File: config.mk
export PLATFORM = sky130hd
export DESIGN_NAME = mem_decrypt
export DESIGN_NICKNAME = d
export VERILOG_FILES = /design/src/rtl/mem_pkg.sv /design/src/rtl/mem_inv_rotor_stage.sv /design/src/rtl/mem_decrypt.sv
export SDC_FILE = /design/constraint.sdc
export NUM_CORES = 1
export LEC_CHECK = 0
export CORE_MARGIN = 2
export CORE_UTILIZATION = 45
export CTS_CLUSTER_DIAMETER = 120
export DETAILED_ROUTE_END_ITERATION = 10
export GPL_ROUTABILITY_DRIVEN = 0
export PLACE_DENSITY = 0.67
export SETUP_SLACK_MARGIN = 0.2
export SLEW_MARGIN = 20
export SYNTH_ARGS = -nofsm -noshare
export SYNTH_HDL_FRONTEND = slang
export SYNTH_SLANG_ARGS = --single-unit
File: constraint.sdc
create_clock -name clk -period 5.7 [get_ports clk]
set_input_delay 0.855 -clock clk [delete_from_list [all_inputs] [get_ports clk]]
set_output_delay 0.855 -clock clk [all_outputs]
set_load 0.01 [all_outputs]
File: src/rtl/mem_pkg.sv
// Shared constants and helpers for the MEM cipher: rotor tables, start keys and
// mod-26 arithmetic, used by both the encryptor and the decryptor.
package mem_pkg;

  typedef logic [0:25][4:0] table_t;

  typedef struct packed {
    logic [4:0] p3;
    logic [4:0] p2;
    logic [4:0] p1;
  } pos_t;

  typedef enum logic [1:0] {
    ROTOR_1,
    ROTOR_2,
    ROTOR_3
  } rotor_e;

  localparam logic [7:0] ASCII_A = 8'h41;
  localparam logic [7:0] ASCII_Z = 8'h5A;

  // EKMFLGDQVZNTOWYHXUSPAIBRCJ
  localparam table_t R1_FWD = {5'd4, 5'd10, 5'd12, 5'd5, 5'd11, 5'd6, 5'd3, 5'd16, 5'd21,
                               5'd25, 5'd13, 5'd19, 5'd14, 5'd22, 5'd24, 5'd7, 5'd23,
                               5'd20, 5'd18, 5'd15, 5'd0, 5'd8, 5'd1, 5'd17, 5'd2, 5'd9};
  // AJDKSIRUXBLHWTMCQGZNPYFVOE
  localparam table_t R2_FWD = {5'd0, 5'd9, 5'd3, 5'd10, 5'd18, 5'd8, 5'd17, 5'd20, 5'd23,
                               5'd1, 5'd11, 5'd7, 5'd22, 5'd19, 5'd12, 5'd2, 5'd16,
                               5'd6, 5'd25, 5'd13, 5'd15, 5'd24, 5'd5, 5'd21, 5'd14, 5'd4};
  // BDFHJLCPRTXVZNOYEQIWGAKMSU
  localparam table_t R3_FWD = {5'd1, 5'd3, 5'd5, 5'd7, 5'd9, 5'd11, 5'd2, 5'd15, 5'd17,
                               5'd19, 5'd23, 5'd21, 5'd25, 5'd13, 5'd14, 5'd24, 5'd4,
                               5'd16, 5'd8, 5'd22, 5'd6, 5'd0, 5'd10, 5'd12, 5'd18, 5'd20};

  // Inverse tables are derived at elaboration so they can never drift from the forward ones.
  function automatic table_t invert(input table_t fwd);
    table_t inv;
    inv = '0;
    for (int i = 0; i < 26; i++) begin
      inv[fwd[i]] = 5'(i);
    end
    return inv;
  endfunction

  localparam table_t R1_INV = invert(R1_FWD);
  localparam table_t R2_INV = invert(R2_FWD);
  localparam table_t R3_INV = invert(R3_FWD);

  localparam pos_t START_KEY [4] = '{
    pos_t'{p3: 5'd0,  p2: 5'd0,  p1: 5'd0},
    pos_t'{p3: 5'd3,  p2: 5'd2,  p1: 5'd1},
    pos_t'{p3: 5'd19, p2: 5'd11, p1: 5'd7},
    pos_t'{p3: 5'd25, p2: 5'd25, p1: 5'd25}
  };

  function automatic logic [4:0] mod26_add(input logic [4:0] a, input logic [4:0] b);
    logic [5:0] s;
    s = {1'b0, a} + {1'b0, b};
    if (s >= 6'd26) s = s - 6'd26;
    return s[4:0];
  endfunction

  function automatic logic [4:0] mod26_sub(input logic [4:0] a, input logic [4:0] b);
    logic [5:0] s;
    s = {1'b0, a} + 6'd26 - {1'b0, b};
    if (s >= 6'd26) s = s - 6'd26;
    return s[4:0];
  endfunction

  function automatic logic [4:0] inv_lookup(input rotor_e rotor, input logic [4:0] idx);
    logic [4:0] v;
    case (rotor)
      ROTOR_1: v = R1_INV[idx];
      ROTOR_2: v = R2_INV[idx];
      default: v = R3_INV[idx];
    endcase
    return v;
  endfunction

endpackage

File: src/rtl/mem_inv_rotor_stage.sv
// One decrypt pipeline stage: inverse rotor lookup then mod-26 position subtract,
// with the byte, pass-through flag and remaining positions registered under a stall enable.
module mem_inv_rotor_stage
  import mem_pkg::*;
#(
  parameter rotor_e ROTOR    = ROTOR_3,
  parameter bit     TO_ASCII = 1'b0,
  parameter int     KEEP_W   = 1
) (
  input  logic              clk,
  input  logic              reset,
  input  logic              en,
  input  logic              in_valid,
  input  logic              in_pass,
  input  logic [7:0]        in_data,
  input  logic [4:0]        in_pos,
  input  logic [KEEP_W-1:0] in_keep,
  output logic              out_valid,
  output logic              out_pass,
  output logic [7:0]        out_data,
  output logic [KEEP_W-1:0] out_keep
);

  logic [4:0] val;
  logic [7:0] next_data;

  // Letters carry a 0..25 index between stages; non-letters travel untouched.
  always_comb begin
    val       = mod26_sub(inv_lookup(ROTOR, in_data[4:0]), in_pos);
    next_data = {3'b000, val};
    if (TO_ASCII) next_data = next_data + ASCII_A;
    if (in_pass) next_data = in_data;
  end

  always_ff @(posedge clk or posedge reset) begin
    if (reset) begin
      out_valid <= 1'b0;
      out_pass  <= 1'b0;
      out_data  <= '0;
      out_keep  <= '0;
    end else if (en) begin
      out_valid <= in_valid;
      out_pass  <= in_pass;
      out_data  <= next_data;
      out_keep  <= in_keep;
    end
  end

endmodule

File: src/rtl/mem_decrypt.sv
// MEM stream decryptor: tags each accepted letter with the odometer rotor positions
// and runs it back through R3inv, R2inv, R1inv in a stallable 3-stage pipeline.
module mem_decrypt
  import mem_pkg::*;
(
  input  logic       clk,
  input  logic       reset,
  input  logic [1:0] setting,
  input  logic       load,
  input  logic       in_valid,
  output logic       in_ready,
  input  logic [8:1] in_data,
  output logic       out_valid,
  input  logic       out_ready,
  output logic [8:1] out_data
);

  pos_t       pos;
  pos_t       pos_next;
  logic [7:0] in_byte;
  logic [7:0] s1_byte;
  logic       is_letter;
  logic       advance;
  logic       accept;

  logic       s1_valid, s1_pass, s2_valid, s2_pass, s3_valid;
  logic [7:0] s1_data, s2_data, s3_data;
  logic [9:0] s1_keep;
  logic [4:0] s2_keep;
  logic       s3_pass_unused;
  logic       s3_keep_unused;

  assign in_byte = in_data;

  // The whole pipeline freezes only when the output register is full and not drained.
  always_comb begin
    is_letter = (in_byte >= ASCII_A) && (in_byte <= ASCII_Z);
    advance   = !(s3_valid && !out_ready);
    in_ready  = !load && advance;
    accept    = in_valid && in_ready;
    s1_byte   = is_letter ? (in_byte - ASCII_A) : in_byte;
  end

  always_comb begin
    pos_next    = pos;
    pos_next.p1 = mod26_add(pos.p1, 5'd1);
    if (pos.p1 == 5'd25) begin
      pos_next.p2 = mod26_add(pos.p2, 5'd1);
      if (pos.p2 == 5'd25) pos_next.p3 = mod26_add(pos.p3, 5'd1);
    end
  end

  // Load wins over stepping; in-flight bytes already hold their own positions.
  always_ff @(posedge clk or posedge reset) begin
    if (reset) begin
      pos <= '0;
    end else if (load) begin
      pos <= START_KEY[setting];
    end else if (accept && is_letter) begin
      pos <= pos_next;
    end
  end

  mem_inv_rotor_stage #(.ROTOR(ROTOR_3), .TO_ASCII(1'b0), .KEEP_W(10)) u_s1 (
    .clk      (clk),
    .reset    (reset),
    .en       (advance),
    .in_valid (accept),
    .in_pass  (!is_letter),
    .in_data  (s1_byte),
    .in_pos   (pos.p3),
    .in_keep  ({pos.p2, pos.p1}),
    .out_valid(s1_valid),
    .out_pass (s1_pass),
    .out_data (s1_data),
    .out_keep (s1_keep)
  );

  mem_inv_rotor_stage #(.ROTOR(ROTOR_2), .TO_ASCII(1'b0), .KEEP_W(5)) u_s2 (
    .clk      (clk),
    .reset    (reset),
    .en       (advance),
    .in_valid (s1_valid),
    .in_pass  (s1_pass),
    .in_data  (s1_data),
    .in_pos   (s1_keep[9:5]),
    .in_keep  (s1_keep[4:0]),
    .out_valid(s2_valid),
    .out_pass (s2_pass),
    .out_data (s2_data),
    .out_keep (s2_keep)
  );

  mem_inv_rotor_stage #(.ROTOR(ROTOR_1), .TO_ASCII(1'b1), .KEEP_W(1)) u_s3 (
    .clk      (clk),
    .reset    (reset),
    .en       (advance),
    .in_valid (s2_valid),
    .in_pass  (s2_pass),
    .in_data  (s2_data),
    .in_pos   (s2_keep),
    .in_keep  (1'b0),
    .out_valid(s3_valid),
    .out_pass (s3_pass_unused),
    .out_data (s3_data),
    .out_keep (s3_keep_unused)
  );

  assign out_valid = s3_valid;
  assign out_data  = s3_data;

endmodule

==> results by group <==
Run status
  • Status: complete, no violations

Detailed routing
  • Antenna Nets Post-Route: 0
  • DRC: 0
  • Via count: 4637
  • DR pass1 iterations: 5
  • WL per Instance: 14.3 um
  • Via density: 5.67
  • Post-Route WL: 11.7 mm
  • Initial DRC Count: 327

Timing
  • Min Tclk post-route: 5.12 ns
  • RSZ-0062 raised after global routing: false
  • Least-Margin Pin Slew: 0.753 ns
  • Max-slew violation count: 0
  • Achievable Freq: 195 MHz
  • Slew margin rel.: 49.8%
  • Final period util: 89.9%
  • Final hold vios: 0
  • Hold_ws: 0.469 ns
  • Fin Setup TNS: 0 ns
  • Final WS setup: 0.576 ns
  • Worst Skew: 0.00838 ns
  • Setup-failing EPs final: 0

Place
  • DPL Wire Length: 8.51 mm
  • I/O Buffers: 24
  • Post-place instance area: 5670 um^2
  • Pre-CTS setup slack: 0.0506 ns

Global routing
  • Remaining global-route overflow: 0
  • GRT Overall Usage: 19.1%
  • Largest net degree at the start of global routing: 60
  • Vias in the first global route: 4445
  • Initial antenna violation count: 0
  • First-pass GRT wire length: 20.1 mm

Synthesis
  • Avg Cell Area, Syn: 8.02 um^2
  • EDFF count, synth: 0
  • Seq/Total Area, Yosys: 27.8%
  • Post-Syn Area: 5320 um^2
  • Fraction of registers with async set/reset: 100%
  • Synthesized netlist cell count: 663
  • Yosys warning total: 0
  • Syn Nets: 742
  • Yosys cell types: 56
  • Top FF cell, synth: dfrtp_1
  • Synthesized flop and latch total: 59

Pwr
  • Reg power frac: 19.2%
  • Logic pwr share: 63.6%
  • Pleak: 2.72 nW
  • PD cells: 570 nW/um^2
  • Peak supply drop: 0.781 mV
  • Sw Share: 43.8%
  • Internal Power: 1.93 mW
  • Clock power frac: 17.1%
  • Sw Pwr: 1.50 mW

Worst hold path
  • HP Class: reg -> reg
  • Hold depth: 2

Clock tree
  • Postcts setup bufs: 0
  • Worst-path clk slew: 0.05 ns
  • Clock Tree Buf Depth: 2
  • Worst-skew pair later-pin latency: 0.33 ns
  • CTS Hold Bufs: 0
  • Inserted Clock Buffers: 9
  • PostCTS Resize Cnt: 0
  • H-tree levels: 3
  • Root Buffer: clkbuf_16
  • Clk sink count: 59
  • CTS tree: yes

Job
  • Max_cap viols: 0

Cells and area
  • Commonest cells after routing, fill and taps aside: nand2_1 (93), ha_1 (61), dfrtp_1 (59), o21ai_0 (58), inv_1 (55)
  • Area delta synth->final: 13.2%
  • Ratio of cells with drive above 1 in the final layout: 6.22%
  • Leading cell type in the layout, fill and taps excluded: nand2_1
  • Inserted Diodes: 0
  • Fillers: 1083
  • Design area: 6020 um^2
  • Final #Nets: 749

Worst setup path
  • Worst Setup End Kind: register
  • Setup Crit Path Kind: in -> reg
  • Worst Reg-to-Reg Cells: 20
  • Worst Path Arrival: 5.30 ns
  • Data required, critical path: 5.88 ns
  • CP max FO: 7
  • CP Launch Type: input pin

Floorplan
  • Chip width: 113 um
  • Initial core utilization: 46.4%
  • # rows: 39
  • Top-Level Pins: 25
  • Core Area: 11500 um^2
  • Die height: 113 um
  • Die ar.: 12700 um^2
==> final cells by class <==
type                    count  area, um^2  area share, %
clock buffers              12         256           4.26
clock inverters             4        72.6           1.20
inverters                  57         214           3.55
multi-input cells         509        3510           58.2
flip-flops and latches     59        1480           24.5
well taps                 143         179           2.97
repair buffers             34         320           5.32
==> power by group through the flow <==
stage / Clock (mW) / Sequential, mW / Combinational [mW]
after floorplan: 0 / 0.595 / 1.83
after CTS: 0.599 / 0.658 / 2.20
after global routing: 0.620 / 0.678 / 2.44
after global placement: 0 / 0.658 / 2.11
final: 0.588 / 0.660 / 2.18
after detailed placement: 0 / 0.665 / 2.19
==> metrics by stage <==
stage | instances | utilization (%) | power, mW
finish | 818 | 52.5 | 3.43
global route | 818 | 52.5 | 3.74
CTS | 818 | 52.4 | 3.46
detailed placement | 802 | 49.5 | 2.85
global placement | 802 | 49.5 | 2.77
floorplan | 663 | - | 2.42
==> synthesized netlist by cell type (3+ instances only) <==
library cell	number	area share, %
a211oi_1	7	0.99
a21o_1	9	1.3
a21oi_1	40	3.8
a221o_1	3	0.56
a22oi_1	8	1.1
a31oi_1	4	0.47
and3_1	7	0.82
buf_2	4	0.38
clkbuf_1	33	2.3
dfrtp_1	59	28
fa_1	3	1.1
ha_1	61	14
inv_1	57	4.0
mux2_2	3	0.63
mux2i_1	14	2.6
nand2_1	93	6.6
nand2b_1	12	1.4
nand3_1	16	1.5
nand3b_1	5	0.71
nor2_1	37	2.6
nor2b_1	11	1.3
nor3_1	6	0.56
nor3b_1	14	2.0
o211ai_1	8	1.1
o21a_1	4	0.56
o21ai_0	59	5.6
o22ai_1	11	1.3
o31ai_1	8	1.1
or3_1	3	0.35
xnor2_1	22	3.6
xor2_1	8	1.3
==> cell families (layout without fill, tap and decap cells) <==
family	count (synthesis)	in the layout	share of synthesized area, %
AOI/OAI and AO/OA	182	182	21.4
xor gates and xnor gates	31	31	5.24
adders and majority gates	64	64	15.5
buffers and inverters	95	107	6.80
DFF	59	59	27.8
muxes	19	19	4.12
and+or+nand+nor	213	213	19.2
==> routing by layer <==
layer	routed length [um]	GRT usage [%]
met2	5740	32.3
met1	5420	24.9
met4	153	5.61
met3	362	3.64
met5	0	0
==> path summary, 6_finish.rpt <==
kind	slack (ns)	endpoint	from
setup / recovery	0.58	u_s1.out_data[3]	in_data[4]
hold / removal	0.47	u_s1.out_keep[2]	u_s1.out_keep[2]
setup reg to reg	1.36	u_s3.out_data[4]	u_s2.out_data[0]
hold reg to reg	0.47	u_s1.out_keep[2]	u_s1.out_keep[2]
max in group asynchronous	4.14	u_s1.out_data[2]	reset
min in group asynchronous	1.07	u_s1.out_keep[4]	reset
==> critical path, cell delays in order <==
cell	delay (ns)
clkdlybuf4s50_1	0.57
nor2_1	0.22
nand3_1	0.17
and3_2	0.30
xnor2_2	0.17
inv_1	0.12
ha_1	0.25
or3_1	0.38
a32o_1	0.23
ha_1	0.26
inv_1	0.06
ha_1	0.15
inv_1	0.05
fa_1	0.39
xnor2_1	0.22
o21ai_0	0.18
inv_1	0.09
o2bb2ai_1	0.20
nor2b_1	0.21
xnor2_1	0.13
a31oi_1	0.10
==> state kept, by name (all words and copies together) (netlist names) <==
signal          cells
pos                15
u_s3.out_data       8
u_s2.out_data       8
u_s1.out_keep      10
u_s2.out_pass       1
u_s2.out_keep       5
u_s1.out_valid      1
u_s1.out_pass       1
u_s3.out_valid      1
u_s1.out_data       8
u_s2.out_valid      1
No activity file was read; power rests on OpenSTA's default activity.
